**config.mk**
```make
export PLATFORM = sky130hd
export DESIGN_NAME = sirv_tl_repeater_n
export DESIGN_NICKNAME = d
export VERILOG_FILES = /design/src/rtl/sirv_tl_pkg.sv /design/src/rtl/sirv_tl_repeater_n.sv
export SDC_FILE = /design/constraint.sdc
export NUM_CORES = 1
export LEC_CHECK = 0
export BUFFER_PORTS_ARGS = -buffer_cell sky130_fd_sc_hd__buf_2
export CORE_MARGIN = 10
export CORE_UTILIZATION = 45
export DETAILED_ROUTE_END_ITERATION = 8
export PLACE_DENSITY = 0.73
export SKIP_LAST_GASP = 1
export SYNTH_ARGS = -nofsm -noshare
export SYNTH_HDL_FRONTEND = slang
export SYNTH_SLANG_ARGS = --single-unit
```
**constraint.sdc**
```tcl
create_clock -name clock -period 2.8 [get_ports clock]
set_clock_uncertainty 0.15 [all_clocks]
set_input_delay 0 -clock clock [delete_from_list [all_inputs] [get_ports clock]]
set_output_delay 0 -clock clock [all_outputs]
set_load 0.02 [all_outputs]
```
**src/rtl/sirv_tl_pkg.sv**
```systemverilog
`default_nettype none
// ============================================================================
// sirv_tl_pkg : shared TileLink A-channel constants, repeater state, helpers
// Rev 1.0
// ============================================================================
package sirv_tl_pkg;

    localparam logic [2:0] TL_A_PUT_FULL    = 3'd0;
    localparam logic [2:0] TL_A_PUT_PARTIAL = 3'd1;
    localparam logic [2:0] TL_A_GET         = 3'd4;

    typedef enum logic [0:0] {
        ST_IDLE = 1'b0,
        ST_HOLD = 1'b1
    } tl_rep_state_e;

    function automatic int tl_bytes(input int dw);
        return dw / 8;
    endfunction

endpackage
`default_nettype wire

```
**src/rtl/sirv_tl_repeater_n.sv**
```systemverilog
`default_nettype none
// ============================================================================
// sirv_tl_repeater_n : count-driven TL-A repeater with beat counter and address step
// Rev 1.0
// ============================================================================
module sirv_tl_repeater_n
    import sirv_tl_pkg::*;
#(
    parameter int AW       = 30,
    parameter int DW       = 32,
    parameter int SW       = 2,
    parameter int CW       = 4,
    parameter int INC_ADDR = 1
) (
    input  logic              clock,
    input  logic              rst_n,
    input  logic              io_flush,
    input  logic [CW-1:0]     io_repeat_cnt,
    output logic              io_full,
    output logic [CW-1:0]     io_beats_left,
    output logic              io_enq_ready,
    input  logic              io_enq_valid,
    input  logic [2:0]        io_enq_bits_opcode,
    input  logic [2:0]        io_enq_bits_param,
    input  logic [2:0]        io_enq_bits_size,
    input  logic [SW-1:0]     io_enq_bits_source,
    input  logic [AW-1:0]     io_enq_bits_address,
    input  logic [DW/8-1:0]   io_enq_bits_mask,
    input  logic [DW-1:0]     io_enq_bits_data,
    input  logic              io_deq_ready,
    output logic              io_deq_valid,
    output logic [2:0]        io_deq_bits_opcode,
    output logic [2:0]        io_deq_bits_param,
    output logic [2:0]        io_deq_bits_size,
    output logic [SW-1:0]     io_deq_bits_source,
    output logic [AW-1:0]     io_deq_bits_address,
    output logic [DW/8-1:0]   io_deq_bits_mask,
    output logic [DW-1:0]     io_deq_bits_data,
    output logic              io_deq_last
);

    localparam int          BYTES = tl_bytes(DW);
    localparam int          SHIFT = $clog2(BYTES);
    localparam logic [CW-1:0] ONE = CW'(1);

    tl_rep_state_e     r_state;
    logic [CW-1:0]     r_rem;
    logic [CW-1:0]     r_idx;
    logic [2:0]        r_opcode;
    logic [2:0]        r_param;
    logic [2:0]        r_size;
    logic [SW-1:0]     r_source;
    logic [AW-1:0]     r_address;
    logic [DW/8-1:0]   r_mask;
    logic [DW-1:0]     r_data;

    logic              w_hold;
    logic [AW-1:0]     w_hold_address;

    assign w_hold = (r_state == ST_HOLD);

    // Replay address wraps naturally at AW bits.
    if (INC_ADDR != 0) begin : g_inc_addr
        assign w_hold_address = r_address + (AW'(r_idx) << SHIFT);
    end else begin : g_fixed_addr
        assign w_hold_address = r_address;
    end

    assign io_full             = w_hold;
    assign io_beats_left       = w_hold ? (r_rem - ONE) : '0;
    assign io_enq_ready        = w_hold ? 1'b0 : (io_deq_ready & ~io_flush);
    assign io_deq_valid        = w_hold ? ~io_flush : (io_enq_valid & ~io_flush);
    assign io_deq_bits_opcode  = w_hold ? r_opcode  : io_enq_bits_opcode;
    assign io_deq_bits_param   = w_hold ? r_param   : io_enq_bits_param;
    assign io_deq_bits_size    = w_hold ? r_size    : io_enq_bits_size;
    assign io_deq_bits_source  = w_hold ? r_source  : io_enq_bits_source;
    assign io_deq_bits_address = w_hold ? w_hold_address : io_enq_bits_address;
    assign io_deq_bits_mask    = w_hold ? r_mask    : io_enq_bits_mask;
    assign io_deq_bits_data    = w_hold ? r_data    : io_enq_bits_data;
    assign io_deq_last         = w_hold ? (r_rem == ONE) : (io_repeat_cnt == '0);

    always_ff @(posedge clock or negedge rst_n) begin
        if (!rst_n) begin
            r_state   <= ST_IDLE;
            r_rem     <= '0;
            r_idx     <= '0;
            r_opcode  <= '0;
            r_param   <= '0;
            r_size    <= '0;
            r_source  <= '0;
            r_address <= '0;
            r_mask    <= '0;
            r_data    <= '0;
        end else if (io_flush) begin
            // Saved fields are intentionally left stale; only the replay is aborted.
            r_state <= ST_IDLE;
            r_rem   <= '0;
            r_idx   <= '0;
        end else begin
            case (r_state)
                ST_IDLE: begin
                    if (io_enq_valid && io_enq_ready && (io_repeat_cnt != '0)) begin
                        r_state   <= ST_HOLD;
                        r_rem     <= io_repeat_cnt;
                        r_idx     <= ONE;
                        r_opcode  <= io_enq_bits_opcode;
                        r_param   <= io_enq_bits_param;
                        r_size    <= io_enq_bits_size;
                        r_source  <= io_enq_bits_source;
                        r_address <= io_enq_bits_address;
                        r_mask    <= io_enq_bits_mask;
                        r_data    <= io_enq_bits_data;
                    end
                end
                ST_HOLD: begin
                    if (io_deq_ready) begin
                        if (r_rem == ONE) begin
                            r_state <= ST_IDLE;
                            r_rem   <= '0;
                            r_idx   <= '0;
                        end else begin
                            r_rem <= r_rem - ONE;
                            r_idx <= r_idx + ONE;
                        end
                    end
                end
                default: begin
                    r_state <= ST_IDLE;
                    r_rem   <= '0;
                    r_idx   <= '0;
                end
            endcase
        end
    end

endmodule
`default_nettype wire

```
# [After elaboration in Yosys (flattened, before gate mapping)]
# Index checks and enable logic that the tools add are counted.
[word_totals] reg_bits=86 in_bits=86 output_inout_bits=85 word_cells=52
[classes] addsub=3 n_eq_ne=3 n_mux=26 bitwise=4 n_reduce_logical=6
[op_table] cell="$mux W4" n=10
[op_table] cell="$mux W32" n=1
[op_table] cell="$add A30 B6 Y30" n=1
[op_table] cell="$mux W30" n=1
[op_table] cell="$pmux W4 S2" n=2
[op_table] cell="$mux W3" n=3
[op_table] cell="$mux W1" n=7
[op_table] cell="$ne A3 B3 Y1 const B" n=2
[op_table] cell="$add A4 B1 Y4 const B" n=1
[op_table] cell="$eq A4 B1 Y1 const B" n=1
[op_table] cell="$logic_not A4 Y1" n=1
[op_table] cell="$reduce_bool A4 Y1" n=1
[op_table] cell="$sub A4 B1 Y4 const B" n=1
[op_table] cell="$reduce_and A3 Y1" n=1
[op_table] cell="$and A1 B1 Y1" n=2
[op_table] cell="$logic_and A1 B1 Y1" n=2
[op_table] cell="$mux W2" n=1
[op_table] cell="$not A1 Y1" n=2
[op_table] cell="$pmux W1 S2" n=1
[op_table] cell="$reduce_and A2 Y1" n=1

# [Logic depth before layout (Yosys ltp)]
# Gate-level depths: netlist of run 1.
[logic_depth] word_depth=8 depth_mapped=8 mapped_depth_nobuf=7

# [Worst setup path before layout of run 1]
# No wires, ideal clock.
[synth_timing] path_type="register to output" startpoint="reg r_idx[0]" endpoint="out io_deq_bits_address[24]" t_arrival_ps=2301 t_required_ps=2650 setup_slack_ps=349 stages_incl_launch_ff=8 n_path_buf=0 path_cell_list="dfrtp_1 -> ha_1 -> inv_1 -> fa_1 -> nand2b_1 -> a21o_1 -> or4_1 -> a31oi_1"
[synth_via] elab_chain_cells=2
[synth_lines] element="start, declared" line="sirv_tl_repeater_n.sv:48" source="logic [CW-1:0] r_idx;"
[synth_lines] element="start signal, assigned" line="sirv_tl_repeater_n.sv:123" source="r_idx <= r_idx + ONE;"
[synth_lines] element="$add A30 B6 Y30" line="sirv_tl_repeater_n.sv:64" source="assign w_hold_address = r_address + (AW'(r_idx) << SHIFT);"
[synth_lines] element="$mux W30" line="sirv_tl_repeater_n.sv:77" source="assign io_deq_bits_address = w_hold ? w_hold_address : io_enq_bits_address;"
[synth_lines] element="end, declared" line="sirv_tl_repeater_n.sv:36" source="output logic [AW-1:0] io_deq_bits_address,"
# Every way passes these cells.

# [Final worst setup path of run 1]
[layout_timing] startpoint="reg r_idx[0]" endpoint="out io_deq_bits_address[28]"
# The elaborated chain is that of the path after synthesis.

==> metrics.cfg, run 1 <==
[layout]
n_fill_cell=810
drive_gt1_share_pct=47.9
final_common_cell=buf_2
nets=795
mostFrequentLayoutCells=buf_2 (162), mux2_2 (125), dlygate4sd3_1 (86), dfrtp_1 (85), nor2_1 (35)
area_growth_pct=43.5

[worst_setup_path]
cp.required_ns=2.65
crit_type=reg2out
crit_path_end_kind=output pin
slowest_delay_ns=0.47
cp_max_fo=5
cpMaxStageDelayCell=or4_1
crit_chain=ha_2 -> inv_2 -> fa_2 -> nand2b_4 -> a21o_2 -> or4_1 -> a31oi_1 -> buf_2
cp-start-kind=register
cp.arrival_ns=2.59

[timing]
final_max_slew_viol_count=0
final.period_utilization_pct=97.7
slew_headroom_pct=50.5
post-route-min-period_ns=2.74
holdWs_ns=0.0661
max_freq_mhz=366
tightest_slew_ns=0.733
setup_viol=0
fin_setup_tns_ns=0
rsz0062_at_grt=yes
hold_violations=0

[global_routing]
grt_start_max_net_pins=82
grt_pass1_vias=4806
grt_overflow_total=0
grt_first_pass_wirelength_um=24500
antenna_found_initial=2
grtUsageTotal_pct=18.7

[synthesis]
synthTopCellsByArea=dfrtp_1 (43%), mux2_2 (28%), a31oi_1 (2.8%), nor2_1 (2.6%), or4_1 (2.6%)
syn_avg_cell_area_um2=11.1
synthFlopType=dfrtp_1
yosysSeqAreaShare_pct=43.3
syn_area_um2=4970
synth_xor_xnor_area_share_pct=1.06
yosys.area.top_type=dfrtp_1
synth_top_family_by_area=multiplexers
synthDistinctLibCells=43
synth_edf_count=0
async_flop_share_pct=100
yosysWarnings=0
synthSimpleGateAreaFrac_pct=11.8
syn_inst=449
synth_fa_ha_area_share_pct=2.16
synth.top_cell.area_share_pct=43.3
synth_nets=543
synth_compound_area_share_pct=9.81
synthMuxAreaShare_pct=28.5
synth-seq-cells=86

[die]
fp.dieW_um=125
core_area_um2=10800
io_pins=171
die_h_um=125
start_util_pct=45.9
rows=38
die_area_um2=15700

[clocking]
cts.clk_slew.worst_paths_ns=0.08
ctsHtreeMaxLevel=3
clockBufferDepth=2
clockRootBuffer=clkbuf_8
tritoncts.num_buffers=9
worstSkewPairLatency_ns=0.35
cts_tree=built
cts.sinks=86

[min_path]
hold_class=in2async

[drt]
routed_wirelength_um=15500
wl_per_cell_um=18.4
drt_iter0_drc=378
vias=4685
drtAntennaViolNets=0
drt-pass1-iter-count=5
vias_per_cell=5.54
drc=0

[placement]
gp_congestion=0.760
portBuffers=170
hpwl_um=9920

[pwr]
p_leak_nw=3.17
p_per_area_nw_per_um2=523
vdd_drop_max_mv=0.354

[job]
maxCapViolations=0

[run_status]
status=finished clean

## final timing paths
path | endpoint | slack, ns | from | cells past startpoint
worst max-delay path | io_deq_bits_address[28] | 0.06 | r_idx[0] | 8
worst min-delay path | r_address[24] | 0.07 | rst_n | 2
worst max register to register | io_full | 0.35 | io_full | 5
worst min register to register | r_data[31] | 0.36 | r_data[31] | 1
max in group asynchronous | r_address[20] | 1.63 | rst_n | 3
min in group clock | r_idx[0] | 0.11 | io_enq_valid | 5
## synthesized netlist by cell type (all sizes together), types with 2 or more instances
library cell    n
inv            12
ha              7
a211oi          3
dfrtp          86
a221o           3
a31oi          22
or3             5
buf             5
o31ai          16
nand2b          2
nand2          15
xnor2           4
and4            2
o41ai           2
mux2          125
nand3           9
a211o           3
clkbuf         25
o21ai          13
nor2           35
nand4           4
and2            2
a21oi           6
a21o            2
or4            18
nor3            5
and3            4
xor2            2
## timing repair
| item | 4_1_cts | 5_1_grt |
|---|---|---|
| pin swaps | 1 | 13 |
| gates cloned | 0 | 2 |
| setup endpoints to repair | 9 | 15 |
| resized for setup | 9 | 14 |
| buffers inserted | 2 | 3 |
| hold buffers | 86 | 0 |
| endpoints found under the hold margin | 133 | 0 |
## logic make-up (layout without fill, tap and decap cells)
| logic type | Yosys count | count (layout) |
|---|---|---|
| mux | 126 | 126 |
| simple gates | 108 | 109 |
| buf+inv | 42 | 295 |
| compound gates | 73 | 74 |
| xor+xnor | 6 | 6 |
| flops | 86 | 86 |
| fa+ha+maj | 8 | 8 |
| other cells | 0 | 2 |
## power by group
part	total, W	internal (W)	switching [W]
combinational	0.00122	0.000616	0.000602
clock	0.000774	0.000359	0.000415
sequential	0.00174	0.00151	0.000225
total	0.00373	0.00249	0.00124
## per-layer routing
layer | wire length, um | share of wire (%) | GRT usage [%] | up-vias
met5 | 0 | 0 | 0 | -
met4 | 448 | 2.9 | 8.33 | 0
met3 | 1030 | 6.7 | 5.24 | 32
met2 | 8020 | 52 | 32.2 | 193
met1 | 6050 | 39 | 21.0 | 2268
li1 | - | - | - | 2192
## flip-flops by register name, indices dropped and copies added, names as in the netlist
register   cells
io_full        1
r_address     30
r_data        32
r_idx          4
r_mask         4
r_opcode       3
r_param        3
r_rem          4
r_size         3
r_source       2
## worst max-delay path, delay by kind of cell (launching register included)
kind,cells,cell delay (ns)
compound gates,2,0.44
buf+inv,2,0.24
fa+ha+maj,2,0.56
flops,1,0.37
simple gates,2,0.64
## layout make-up
| class | instances | area (um2) | area share (%) |
|---|---|---|---|
| multi-input cells | 323 | 2750 | 38.5 |
| flip-flops and latches | 86 | 2160 | 30.2 |
| repair buffers | 269 | 1840 | 25.8 |
| well taps | 140 | 175 | 2.46 |
| clock buffers | 12 | 155 | 2.17 |
| inverters | 12 | 45.0 | 0.631 |
| clock inverters | 2 | 10.0 | 0.140 |
| diodes | 2 | 5.00 | 0.0702 |
## stage by stage
| stage | cells | setup slack [ns] | cell area (um2) | utilization, % | power (W) |
|---|---|---|---|---|---|
| floorplan | 449 | 0.349 | 4970 | - | 0.00244 |
| global placement | 737 | 0.214 | 5940 | 54.8 | 0.00275 |
| detailed placement | 737 | 0.106 | 5940 | 54.8 | 0.00282 |
| CTS | 839 | 0.0134 | 7020 | 64.8 | 0.00371 |
| global route | 846 | -0.0500 | 7130 | 65.8 | 0.00395 |
| finish | 846 | 0.0649 | 7130 | 65.8 | 0.00373 |
No activity file was read; power rests on OpenSTA's default activity.
==> run 2, diff against run 1 <==
Settings changed: PLACE_DENSITY 0.73 to 0.7.
==> run 2 against run 1 <==
  * Via count is 1.2% lower
  * Largest cell class unchanged
  * Setup slack got worse by 0.053 ns
  * Fmax is 1.9% lower
  * Worst hold slack got worse by 0.063 ns
  * Critical path depth is 1 higher
  * Critical endpoint unchanged
  * Non-clock buffer count increased by 6
  * Global-route usage is 0.85 points lower
  * Sequential share of layout area down 0.14 points
  * Highest routed layer unchanged
  * Sequential power barely moved
  * Cell area grew 0.53%
  * Routed wire length decreased by 5.0%
  * Final cell count is 0.83% higher
==> metrics.cfg, run 2 (same netlist as run 1, synthesis figures left out) <==
[clocking]
worstSkewPairLatency_ns=0.35  ; about the same
cts.clk_slew.worst_paths_ns=0.08  ; about the same
clockRootBuffer=clkbuf_8
ctsHtreeMaxLevel=3  ; unchanged
tritoncts.num_buffers=9  ; unchanged
cts_tree=built
cts.sinks=86  ; unchanged
clockBufferDepth=2  ; unchanged

[worst_setup_path]
cp_max_fo=5  ; unchanged
crit_chain=ha_2 -> inv_2 -> fa_2 -> nand2b_4 -> a21o_4 -> buf_6 -> or4_1 -> a31oi_1 -> buf_4
cpMaxStageDelayCell=or4_1
startpoint=r_idx[0]
critPathCapture=io_deq_bits_address[28]
r2r_start=r_rem[1]
cp-start-kind=register
r2r_setup_slack_ns=0.69  ; +0.34 ns
cp.required_ns=2.65  ; about the same
crit_path_end_kind=output pin
crit_type=reg2out
ff2ff_path_depth=8  ; +3
reg2reg_to=r_rem[0]
slowest_delay_ns=0.45  ; -0.02 ns
cp.arrival_ns=2.64  ; +0.05 ns

[drt]
vias_per_cell=5.42  ; -2.0%
vias=4627  ; -1.2%
drt-pass1-iter-count=5  ; unchanged
drtAntennaViolNets=0  ; unchanged
wl_per_cell_um=17.3  ; -5.8%
drt_iter0_drc=442  ; +17%
drc=0  ; unchanged
routed_wirelength_um=14800  ; -5.0%

[job]
maxCapViolations=0  ; unchanged

[pwr]
p_leak_nw=3.19  ; +0.71%
internal-power_w=0.00261  ; +4.9%
pwr-share-seq_pct=44.5  ; -2.1 points
vdd_drop_max_mv=0.324  ; -8.5%
clkPwrFrac_pct=24.2  ; +3.4 points
p_per_area_nw_per_um2=538  ; +2.9%
p_switching_w=0.00125  ; +0.49%
p_comb_share_pct=31.2  ; -1.5 points
switching_share_pct=32.4  ; -0.96 points

[global_routing]
grt_start_max_net_pins=68  ; -17%
grt_overflow_total=0  ; unchanged
grt_first_pass_wirelength_um=23600  ; -3.6%
grtUsageTotal_pct=17.8  ; -0.85 points
grt_pass1_vias=4763  ; -0.89%
antenna_found_initial=1  ; -1

[die]
fp.dieW_um=125  ; unchanged
io_pins=171  ; unchanged
die_area_um2=15700  ; unchanged
die_h_um=125  ; unchanged
core_area_um2=10800  ; unchanged
rows=38  ; unchanged
start_util_pct=45.9  ; unchanged

[layout]
design_area_um2=7170  ; +0.53%
largest_reg_flops=32  ; unchanged
regMostFlops=r_data
reg.largest.list=r_data (32), r_address (30)
layout.cells.non_filler=853  ; +0.83%
mostFrequentLayoutCells=buf_2 (163), mux2_2 (125), dlygate4sd3_1 (86), dfrtp_1 (84), nor2_1 (35)
nets=801  ; +0.75%
final_common_cell=buf_2
area_growth_pct=44.2
drive_gt1_share_pct=48.2  ; +0.30 points

[timing]
slew_headroom_pct=53.6  ; +3.0 points
post-route-min-period_ns=2.79  ; +0.0531 ns
tightest_slew_ns=0.688  ; -0.0449 ns
final_max_slew_viol_count=0  ; unchanged
final.period_utilization_pct=99.6  ; +1.9 points
setup_viol=0  ; unchanged
fin_setup_tns_ns=0  ; unchanged
rsz0062_at_grt=yes
max_freq_mhz=359  ; -1.9%
holdWs_ns=0.00337  ; -0.0627 ns
hold_violations=0  ; unchanged

[placement]
gp_congestion=0.816  ; +7.4%
portBuffers=170  ; unchanged
hpwl_um=9870  ; -0.45%
dpl-instance-area_um2=5940  ; unchanged
placed_cells=737  ; unchanged

[run_status]
status=finished clean

[min_path]
hold_class=in2async

==> run 2: cell count changes in the layout (fill, tap and decap cells not counted), moves of 2 or more <==
cell        before  now
buf_6            3    1
or4_1           15   17
clkinvlp_4       0    2
clkinv_2         2    0
or4_4            3    1
buf_4           18   25
==> run 2: how the worst min path moves through the flow <==
stage	endpoint	slack [ns]	depth (start not counted)
finish	r_data[20]	0.003	2
CTS	r_address[24]	0.0003	2
global placement	r_address[24]	-0.14	1
detailed placement	r_address[24]	-0.14	1
floorplan	io_full	-0.45	0
global route	r_data[15]	0.03	2
==> run 2: final cells by class <==
class / instances / area, um2
diodes: 1 / 2.50
clock buffers: 12 / 165
clock inverters: 4 / 53.8
fillers: 841 / 3670
inverters: 12 / 45.0
multi-input cells: 323 / 2700
flip-flops and latches: 86 / 2160
well taps: 140 / 175
repair buffers: 275 / 1880
==> run 2: through the flow <==
stage	utilization, %	setup slack (ns)	total power [W]
after floorplan	-	0.349	0.00244
after global placement	54.8	0.178	0.00276
after detailed placement	54.8	0.0763	0.00281
after CTS	65.8	-0.0324	0.00388
after global routing	66.2	-0.0926	0.00409
final	66.2	0.0118	0.00386
==> run 2: power groups by stage <==
| stage | logic (W) | clock network (W) | registers, W |
|---|---|---|---|
| floorplan | 0.000766 | 0 | 0.00167 |
| global placement | 0.00105 | 0 | 0.00171 |
| detailed placement | 0.00108 | 0 | 0.00173 |
| CTS | 0.00120 | 0.000973 | 0.00171 |
| global route | 0.00131 | 0.00103 | 0.00175 |
| finish | 0.00120 | 0.000935 | 0.00172 |
==> run 2: per-layer routing <==
layer  wire (um)  global-route usage (%)
met4         188                    4.81
met3        1140                    5.83
met5           0                       0
met2        7440                    30.5
met1        6010                    21.0
==> run 2: worst max-delay path, delay by kind of cell, from the launching register on <==
kind                       cells  cell delay (ns)
and+or+nand+nor                2             0.62
adders and majority gates      2             0.53
AOI/OAI and AO/OA              2             0.41
DFF                            1             0.37
buffers and inverters          3             0.34
==> run 2: what timing repair did <==
item | in CTS | in global routing
hold endpoints to repair | 171 | 0
pin swaps | 5 | 10
gates cloned | 1 | 1
hold buffers | 86 | 0
setup buffers | 9 | 2
setup endpoints to repair | 11 | 13
resized for setup | 10 | 6
==> run 3, diff against run 2 <==
Settings changed: CELL_PAD_IN_SITES_DETAIL_PLACEMENT from default to 0, CELL_PAD_IN_SITES_GLOBAL_PLACEMENT from default to 1, CORE_UTILIZATION 45 to 39, PLACE_DENSITY 0.7 to 0.78, RECOVER_POWER from default to 50.
==> run 3 against run 2 <==
  * The run now ends with capacitance limit, slew limit left
  * Routed wire length up 4.0%
  * Critical path depth unchanged
  * Worst hold slack better by 0.084 ns
  * Flip-flop and latch count unchanged
  * Setup slack better by 0.025 ns
  * Sequential share of layout area down 0.37 points
  * Final cell count up 3.4%
  * Utilization down 8.4 points
==> metrics.cfg, run 3 (same netlist as run 1, synthesis figures left out) <==
[run_status]
status=finished, violations left
violations=capacitance limit, slew limit

[die]
die_h_um=133  ; +6.2%
start_util_pct=39.6  ; -6.3 points
core_area_um2=12600  ; +16%
rows=41  ; +7.9%
io_pins=171  ; unchanged
fp.dieW_um=133  ; +6.2%
die_area_um2=17700  ; +13%

[global_routing]
antenna_found_initial=0  ; -1
grtUsageTotal_pct=16.9  ; -0.88 points
grt_overflow_total=0  ; unchanged
grt_start_max_net_pins=63  ; -7.4%
grt_first_pass_wirelength_um=25000  ; +6.0%
grt_pass1_vias=4943  ; +3.8%

[worst_setup_path]
ff2ff_path_depth=5  ; -3
cp-start-kind=register
critPathCapture=io_deq_bits_address[12]
reg2reg_to=io_full
startpoint=r_idx[0]
slowest_delay_ns=0.46  ; about the same
r2r_start=io_full
crit_path_end_kind=output pin
cp_max_fo=5  ; unchanged
r2r_setup_slack_ns=0.19  ; -0.50 ns
crit_chain=ha_4 -> inv_2 -> fa_2 -> nand2b_4 -> a21o_4 -> buf_8 -> or4_1 -> a31oi_1 -> buf_4
crit_type=reg2out
cp.required_ns=2.65  ; about the same
cpMaxStageDelayCell=or4_1
cp.arrival_ns=2.61  ; -0.03 ns

[pwr]
pwr-share-seq_pct=41.0  ; -3.5 points
p_comb_share_pct=28.6  ; -2.6 points
p_per_area_nw_per_um2=577  ; +7.3%
vdd_drop_max_mv=0.282  ; -13%
p_leak_nw=3.17  ; -0.75%
p_switching_w=0.00132  ; +6.1%
p_total_w=0.00419  ; +8.6%
switching_share_pct=31.6  ; -0.75 points
clkPwrFrac_pct=30.3  ; +6.1 points
internal-power_w=0.00287  ; +9.8%

[layout]
n_fill_cell=1058  ; +26%
nets=799  ; -0.25%
final_common_cell=buf_2
largest_reg_flops=32  ; unchanged
antennaDiodeCount=0  ; -1
final_core_util_pct=57.8  ; -8.4 points
mostFrequentLayoutCells=buf_2 (151), mux2_2 (125), dlygate4sd3_1 (86), dfrtp_1 (83), nor2_1 (35)
reg.largest.list=r_data (32), r_address (30)
drive_gt1_share_pct=45.9  ; -2.3 points
regMostFlops=r_data
area_growth_pct=46.1

[clocking]
tritoncts.num_buffers=9  ; unchanged
cts.sinks=86  ; unchanged
worstSkewPairLatency_ns=0.33  ; -0.02 ns
cts.clk_slew.worst_paths_ns=0.06  ; -0.02 ns
clockRootBuffer=clkbuf_16
clockBufferDepth=2  ; unchanged
ctsHtreeMaxLevel=3  ; unchanged
cts_tree=built

[job]
maxCapViolations=1  ; +1

[placement]
hpwl_um=10100  ; +2.7%
portBuffers=170  ; unchanged
gp_congestion=0.836  ; +2.4%

[min_path]
hold_class=in2reg
hp-start=io_enq_valid

[timing]
rsz0062_at_grt=yes
max_freq_mhz=362  ; +0.89%
slew_headroom_pct=-7.69  ; -61 points
post-route-min-period_ns=2.76  ; -0.0246 ns
tightest_slew_ns=1.62  ; +0.928 ns
setup_viol=0  ; unchanged
holdWs_ns=0.0873  ; +0.0839 ns
fin_setup_tns_ns=0  ; unchanged
hold_violations=0  ; unchanged
final_max_slew_viol_count=63  ; +63
final.period_utilization_pct=98.7  ; -0.88 points

[drt]
drt-pass1-iter-count=4  ; -1
drtAntennaViolNets=0  ; unchanged
drc=0  ; unchanged
routed_wirelength_um=15400  ; +4.0%
drt_iter0_drc=262  ; -41%
wl_per_cell_um=17.4  ; +0.58%
vias=4575  ; -1.1%
vias_per_cell=5.19  ; -4.4%

## run 3: changes by cell type in the layout (fill, tap and decap cells not counted), sizes merged
| cell | delta |
|---|---|
| or4 | +1 |
| diode | -1 |
| inv | +2 |
| clkbuf | +21 |
| clkinvlp | -2 |
| clkinv | +1 |
| buf | -25 |
## run 3: critical path: cells and delay by family (launching register included)
| family | cells | cell delay, ns |
|---|---|---|
| AOI/OAI and AO/OA | 2 | 0.41 |
| adders and majority gates | 2 | 0.50 |
| buffers and inverters | 3 | 0.33 |
| DFF | 1 | 0.40 |
| and+or+nand+nor | 2 | 0.63 |
## run 3: repair_timing
| action | 4_1_cts | 5_1_grt |
|---|---|---|
| gates resized for setup | 9 | 9 |
| buffers inserted | 4 | 2 |
| hold endpoints to repair | 145 | 0 |
| gates cloned | 1 | 2 |
| pin swaps | 2 | 2 |
| hold buffers | 86 | 0 |
| setup endpoints to repair | 11 | 11 |
## run 3: layout make-up
class | count | area (um2) | share of cell area (%)
Tap cell | 172 | 215 | 2.96
Clock buffer | 11 | 253 | 3.48
Timing Repair Buffer | 272 | 1810 | 24.9
Multi-Input combinational cell | 324 | 2720 | 37.4
Sequential cell | 86 | 2160 | 29.7
Inverter | 12 | 45.0 | 0.620
Clock inverter | 5 | 65.1 | 0.896
## run 3: worst min path at each step
stage                   endpoint  slack (ns)  cells after the start
finish                  r_idx[0]        0.09                      5
global route            r_idx[0]        0.11                      5
CTS                     r_idx[0]         0.1                      5
detailed placement  r_address[4]      0.0005                      1
global placement    r_address[4]       -0.01                      1
floorplan                io_full       -0.45                      0
## run 3: per-layer routing
layer | GRT usage (%) | up-vias | wire (um)
met5 | 0 | - | 0
met4 | 5.44 | 0 | 257
met3 | 6.55 | 23 | 1330
met2 | 27.8 | 148 | 7300
met1 | 19.9 | 2203 | 6470
li1 | - | 2201 | -
## run 3: power by group through the flow
stage | Clock, W | Combinational [W] | Sequential (W)
after floorplan | 0 | 0.000766 | 0.00167
after global placement | 0 | 0.00107 | 0.00171
after detailed placement | 0 | 0.00109 | 0.00173
after CTS | 0.00130 | 0.00120 | 0.00171
after global routing | 0.00135 | 0.00132 | 0.00176
final | 0.00127 | 0.00120 | 0.00172
## run 3: per-stage QoR
stage	cell area [um2]	std cells	setup slack [ns]
after floorplan	4970	449	0.349
after global placement	6020	771	0.221
after detailed placement	6020	771	0.162
after CTS	7270	878	0.00425
after global routing	7260	882	-0.0482
final	7260	882	0.0364
